$ cat src/rtl/pipe_ctrl.sv
`default_nettype none
// ============================================================================
// Module   : pipe_ctrl
// Brief    : 6-stage pipeline hazard controller: load-use, EX-busy and memory
//            wait stalls, bus timeout error, and deferred jump flush.
// Revision : 1.0 - initial release
// ============================================================================
module pipe_ctrl #(
    parameter int TIMEOUT = 255
) (
    input  logic        clk_i,
    input  logic        rst_i,
    input  logic        ex_is_load_i,
    input  logic [4:0]  ex_rd_i,
    input  logic [4:0]  id_rs1_i,
    input  logic [4:0]  id_rs2_i,
    input  logic        id_rs1_re_i,
    input  logic        id_rs2_re_i,
    input  logic        ex_busy_i,
    input  logic        jump_req_i,
    input  logic [31:0] jump_addr_i,
    input  logic        mem_req_i,
    input  logic        mem_ack_i,
    output logic [5:0]  stall_o,
    output logic        flush_jump_o,
    output logic [31:0] jump_addr_o,
    output logic        bus_err_o
);

    localparam logic [7:0] C_TIMEOUT_LAST = 8'(TIMEOUT - 1);
    localparam logic [5:0] C_STALL_MEM    = 6'b011111;
    localparam logic [5:0] C_STALL_EX     = 6'b001111;
    localparam logic [5:0] C_STALL_LU     = 6'b000111;
    localparam logic [5:0] C_STALL_NONE   = 6'b000000;

    typedef enum logic [0:0] {
        S_IDLE = 1'b0,
        S_WAIT = 1'b1
    } state_t;

    state_t      r_state;
    logic [7:0]  r_wait_cnt;
    logic        r_bus_err;
    logic        r_jump_pend;
    logic [31:0] r_jump_addr;

    logic        w_timeout_hit;
    logic        w_mem_wait;
    logic        w_rs1_hit;
    logic        w_rs2_hit;
    logic        w_load_use;
    logic [5:0]  w_stall_pri;
    logic        w_flush;

    always_comb begin
        w_timeout_hit = (r_state == S_WAIT) && (r_wait_cnt == C_TIMEOUT_LAST);
        w_mem_wait    = mem_req_i && !mem_ack_i && !w_timeout_hit;
        w_rs1_hit     = id_rs1_re_i && (id_rs1_i == ex_rd_i);
        w_rs2_hit     = id_rs2_re_i && (id_rs2_i == ex_rd_i);
        w_load_use    = ex_is_load_i && (ex_rd_i != 5'd0) && (w_rs1_hit || w_rs2_hit);
    end

    always_comb begin
        w_stall_pri = C_STALL_NONE;
        if (w_mem_wait) begin
            w_stall_pri = C_STALL_MEM;
        end else if (ex_busy_i) begin
            w_stall_pri = C_STALL_EX;
        end else if (w_load_use) begin
            w_stall_pri = C_STALL_LU;
        end
    end

    // A flush can only leave while EX is free; a fresh request beats the pending one.
    always_comb begin
        w_flush      = !rst_i && !w_stall_pri[3] && (jump_req_i || r_jump_pend);
        flush_jump_o = w_flush;
        jump_addr_o  = '0;
        if (w_flush) begin
            jump_addr_o = jump_req_i ? jump_addr_i : r_jump_addr;
        end
        stall_o = w_stall_pri;
        if (rst_i) begin
            stall_o = C_STALL_NONE;
        end else if (w_flush) begin
            stall_o = {w_stall_pri[5:3], 3'b000};
        end
    end

    assign bus_err_o = r_bus_err;

    always_ff @(posedge clk_i or posedge rst_i) begin
        if (rst_i) begin
            r_state    <= S_IDLE;
            r_wait_cnt <= 8'd0;
            r_bus_err  <= 1'b0;
        end else begin
            r_bus_err <= w_timeout_hit;
            case (r_state)
                S_IDLE: begin
                    r_wait_cnt <= 8'd0;
                    if (w_mem_wait) begin
                        r_state <= S_WAIT;
                    end
                end
                S_WAIT: begin
                    if (mem_ack_i || !mem_req_i || w_timeout_hit) begin
                        r_state    <= S_IDLE;
                        r_wait_cnt <= 8'd0;
                    end else begin
                        r_wait_cnt <= r_wait_cnt + 8'd1;
                    end
                end
                default: begin
                    r_state    <= S_IDLE;
                    r_wait_cnt <= 8'd0;
                end
            endcase
        end
    end

    always_ff @(posedge clk_i or posedge rst_i) begin
        if (rst_i) begin
            r_jump_pend <= 1'b0;
            r_jump_addr <= 32'd0;
        end else if (w_flush) begin
            r_jump_pend <= 1'b0;
        end else if (jump_req_i) begin
            r_jump_pend <= 1'b1;
            r_jump_addr <= jump_addr_i;
        end
    end

endmodule
`default_nettype wire

$ cat config.mk
export PLATFORM = sky130hd
export DESIGN_NAME = pipe_ctrl
export DESIGN_NICKNAME = d
export VERILOG_FILES = /design/src/rtl/pipe_ctrl.sv
export SDC_FILE = /design/constraint.sdc
export NUM_CORES = 1
export LEC_CHECK = 0
export CAP_MARGIN = 0
export CORE_UTILIZATION = 47
export DETAILED_ROUTE_END_ITERATION = 6
export PLACE_DENSITY_LB_ADDON = 0.2
export SLEW_MARGIN = 20
export SYNTH_ARGS = -nofsm -noshare
export SYNTH_HDL_FRONTEND = slang
export SYNTH_SLANG_ARGS = --single-unit
$ cat constraint.sdc
create_clock -name clk_i -period 5.4 [get_ports clk_i]
set_input_delay 1.08 -clock clk_i [delete_from_list [all_inputs] [get_ports clk_i]]
set_output_delay 1.08 -clock clk_i [all_outputs]
set_load 0.005 [all_outputs]
==> reports/qor.csv <==
stage,metric,value,unit
run_status,status,finished clean,
clock_network,post-cts sizing count,0,
logic_synthesis,simple-gate share of the synthesized area,19.5,%
logic_synthesis,asr flop ratio synth,100,%
placed_design,HPWL Detailed,3960,µm
clock_network,clock-pin slew on the worst setup and hold paths,70,ps
placed_design,RePlAce Congestion,0.857,
clock_network,Post-CTS Setup Inserts,0,
floorplanning,starting density of the core,50.3,%
critical_path,Crit. End Element,output port,
logic_synthesis,sequential area share after synthesis,43.9,%
sta,Final Hold Violating Endpoints,0,
logic_synthesis,Synth top area share,43.9,%
critical_path,WP data required,4320,ps
detailed_routing,total wire length,5640,µm
logic_synthesis,Yosys cell types,30,
logic_synthesis,proportion of synthesized area in mux cells,0,%
final_layout,fill count,411,
sta,Setup Skew,5.26,ps
sta,crit share post-route,82.8,%
sta,final worst slack,927,ps
clock_network,hold-fix buffers at CTS,0,
floorplanning,# IOs,96,
logic_synthesis,Post-synth EDFFs,0,
logic_synthesis,top cell type by total area after synthesis,dfrtp_1,
global_route,GRT Util Overall,22.9,%
detailed_routing,Iter 0 DRT Violations,120,
detailed_routing,DR vias/cell,5.32,
logic_synthesis,largest family of logic cells by synthesized area,compound AO/OA/AOI/OAI gates,
placed_design,IO Port Bufs,94,
logic_synthesis,Synth top cells by count,"43 x dfrtp_1, 34 x nand2_1, 33 x nand2b_1",
detailed_routing,via count,2133,
critical_path,CP Max Fanout,33,
sta,Slew HR,35.8,%
logic_synthesis,XOR/XNOR Fraction of Synth Area,5.71,%
clock_network,CTS H-tree lvls,2,
critical_path,crit path launch type,input pin,
sta,fin crit period,4470,ps
sta,fin. max-slew vios,0,
final_layout,FF+latch area,1080,µm²
critical_path,CP max-delay cell,or4_4,
placed_design,"Cell Area, Placed",3390,µm²
detailed_routing,Wirelength per Cell,14.1,µm
logic_synthesis,Main synth FF type,dfrtp_1,
final_layout,final instance area,3500,µm²
clock_network,worst skew pair latency,290,ps
logic_synthesis,top post-synthesis cells by area,"dfrtp_1 44%, o2bb2ai_1 11%, a21oi_2 10%, nand2b_1 8.4%, nand2_1 5.2%",
global_route,largest net degree at the start of global routing,66,
floorplanning,Die H,74.2,µm
clock_network,Clock Root Buffer,clkbuf_8,
final_layout,synthesis-to-layout area growth,42.6,%
logic_synthesis,most frequent cell after synthesis,dfrtp_1,
placed_design,pre-CTS setup slack,900,ps
clock_network,Max Root-Sink Buffers,2,
min_path,Hold Path Class,flop to flop,
logic_synthesis,post-synthesis compound-gate area fraction,24.3,%
final_layout,area occupied by multi-input gates,1260,µm²
clock_network,total CTS buffers,5,
sta,RSZ-0062 raised after global routing,no,
final_layout,nets,392,
critical_path,critical path type,input pin to output port,
clock_network,CTS Sinks,43,
floorplanning,core area,4880,µm²
detailed_routing,First-pass DRT Iterations,4,
floorplanning,die footprint,5510,µm²
critical_path,"delay-heaviest family, CP",buffers and inverters,
floorplanning,Horiz. Die Dim,74.2,µm
logic_synthesis,adder-cell share of the synthesized area,1.02,%
critical_path,crit-path cells,"clkdlybuf4s50_1, nand2b_1, o21ba_2, or4_4, a21oi_2, clkdlybuf4s50_1",
final_layout,layout cells sized above 1,13.5,%
logic_synthesis,synth warn,0,
critical_path,Critical Path Most Common Cell,clkdlybuf4s50_1,
pwr,maximum VDD drop,0.131,mV
sta,Finish-stage setup viols,0,
sta,Least-Margin Pin Slew,958,ps
global_route,vias in the first global route,2189,
sta,max frequency,224,MHz
floorplanning,# rows,25,
clock_network,CTS tree,done,
sta,setup_tns,0,ps
pwr,PwrDens,221,nW/µm²
logic_synthesis,register bit count reported by yosys,43,
logic_synthesis,mapped cell area,2450,µm²
detailed_routing,ANT nets after route,0,
detailed_routing,DRC,0,
flow_run,max-cap viol count,0,
logic_synthesis,Mapped Cells,249,
logic_synthesis,syn_area_per_cell,9.85,µm²
global_route,GR Overflow Total,0,
final_layout,antenna cells,0,
global_route,antenna violations before repair,0,
critical_path,CP max stage delay,770,ps
global_route,first-pass GRT wire length,9600,µm
critical_path,CP Buf/Inv Count,2,
logic_synthesis,post-synth net total,307,
pwr,Leakage,1.33,nW
critical_path,CP arrival,3390,ps
state kept, by name, summed over array words and instances (netlist names):
register,flops
r_jump_addr,32
r_state,1
r_wait_cnt,8
r_jump_pend,1
bus_err_o,1
metrics by stage:
| stage | cells | power, mW | hold WS, ps | util (%) |
|---|---|---|---|---|
| after floorplan | 249 | 0.461 | 457 | - |
| after global placement | 394 | 0.538 | 472 | 69.6 |
| after detailed placement | 394 | 0.542 | 474 | 69.6 |
| after CTS | 401 | 0.780 | 496 | 71.7 |
| after global routing | 401 | 0.810 | 506 | 71.7 |
| final | 401 | 0.774 | 492 | 71.7 |
final cells by class:
| class | count | share of cell area (%) |
|---|---|---|
| inverter | 3 | 0.322 |
| tap | 67 | 2.40 |
| sequential | 43 | 30.8 |
| clock buffer | 6 | 2.08 |
| timing repair buffer | 98 | 27.6 |
| multi-input combinational | 183 | 36.0 |
| clock inverter | 1 | 0.859 |
placed cells by master, fill, tap and decap left out, drive strengths merged, types with 5 or more instances in the layout:
| cell | n |
|---|---|
| dfrtp | 43 |
| clkdlybuf4s50 | 93 |
| xor2 | 13 |
| o2bb2ai | 32 |
| a21oi | 32 |
| nand2b | 33 |
| nor2 | 13 |
| buf | 5 |
| clkbuf | 6 |
| nand2 | 34 |
worst paths after layout:
path                                        startpoint                           to  slack, ps  cells past startpoint
min                        r_jump_addr[25]$_DFFE_PP0P_  r_jump_addr[25]$_DFFE_PP0P_        490                      1
max reg2reg                    r_wait_cnt[0]$_DFF_PP0_   r_jump_addr[2]$_DFFE_PP0P_       2940                      7
min reg2reg                r_jump_addr[25]$_DFFE_PP0P_  r_jump_addr[25]$_DFFE_PP0P_        490                      1
max in group asynchronous                        rst_i  r_jump_addr[22]$_DFFE_PP0P_       3560                      3
max                                          mem_ack_i               jump_addr_o[6]        930                      6
min in group asynchronous                        rst_i  r_jump_addr[24]$_DFFE_PP0P_       1480                      3
logic make-up after synthesis:
group / after synthesis
AO/OA/AOI/OAI: 69
adder cells (fa/ha/maj): 2
AND/OR/NAND/NOR: 95
XOR/XNOR: 16
buffers and inverters: 23
flip-flops: 43
other: 1
report_power, final:
group	internal [mW]	switching [mW]	leakage (nW)
combinational	0.0926	0.0747	0.742
sequential	0.351	0.0162	0.541
clock	0.136	0.104	0.0513
total	0.579	0.195	1.33
metal layers:
| metal | vias to the layer above | GRT usage (%) | part of all wire (%) |
|---|---|---|---|
| met1 | 1021 | 26.9 | 44 |
| met4 | 0 | 7.34 | 1.3 |
| li1 | 1028 | - | - |
| met2 | 76 | 40.6 | 48 |
| met5 | - | 0 | 0 |
| met3 | 8 | 6.37 | 7.0 |
Note: power is estimated with default switching activity, not from simulation.
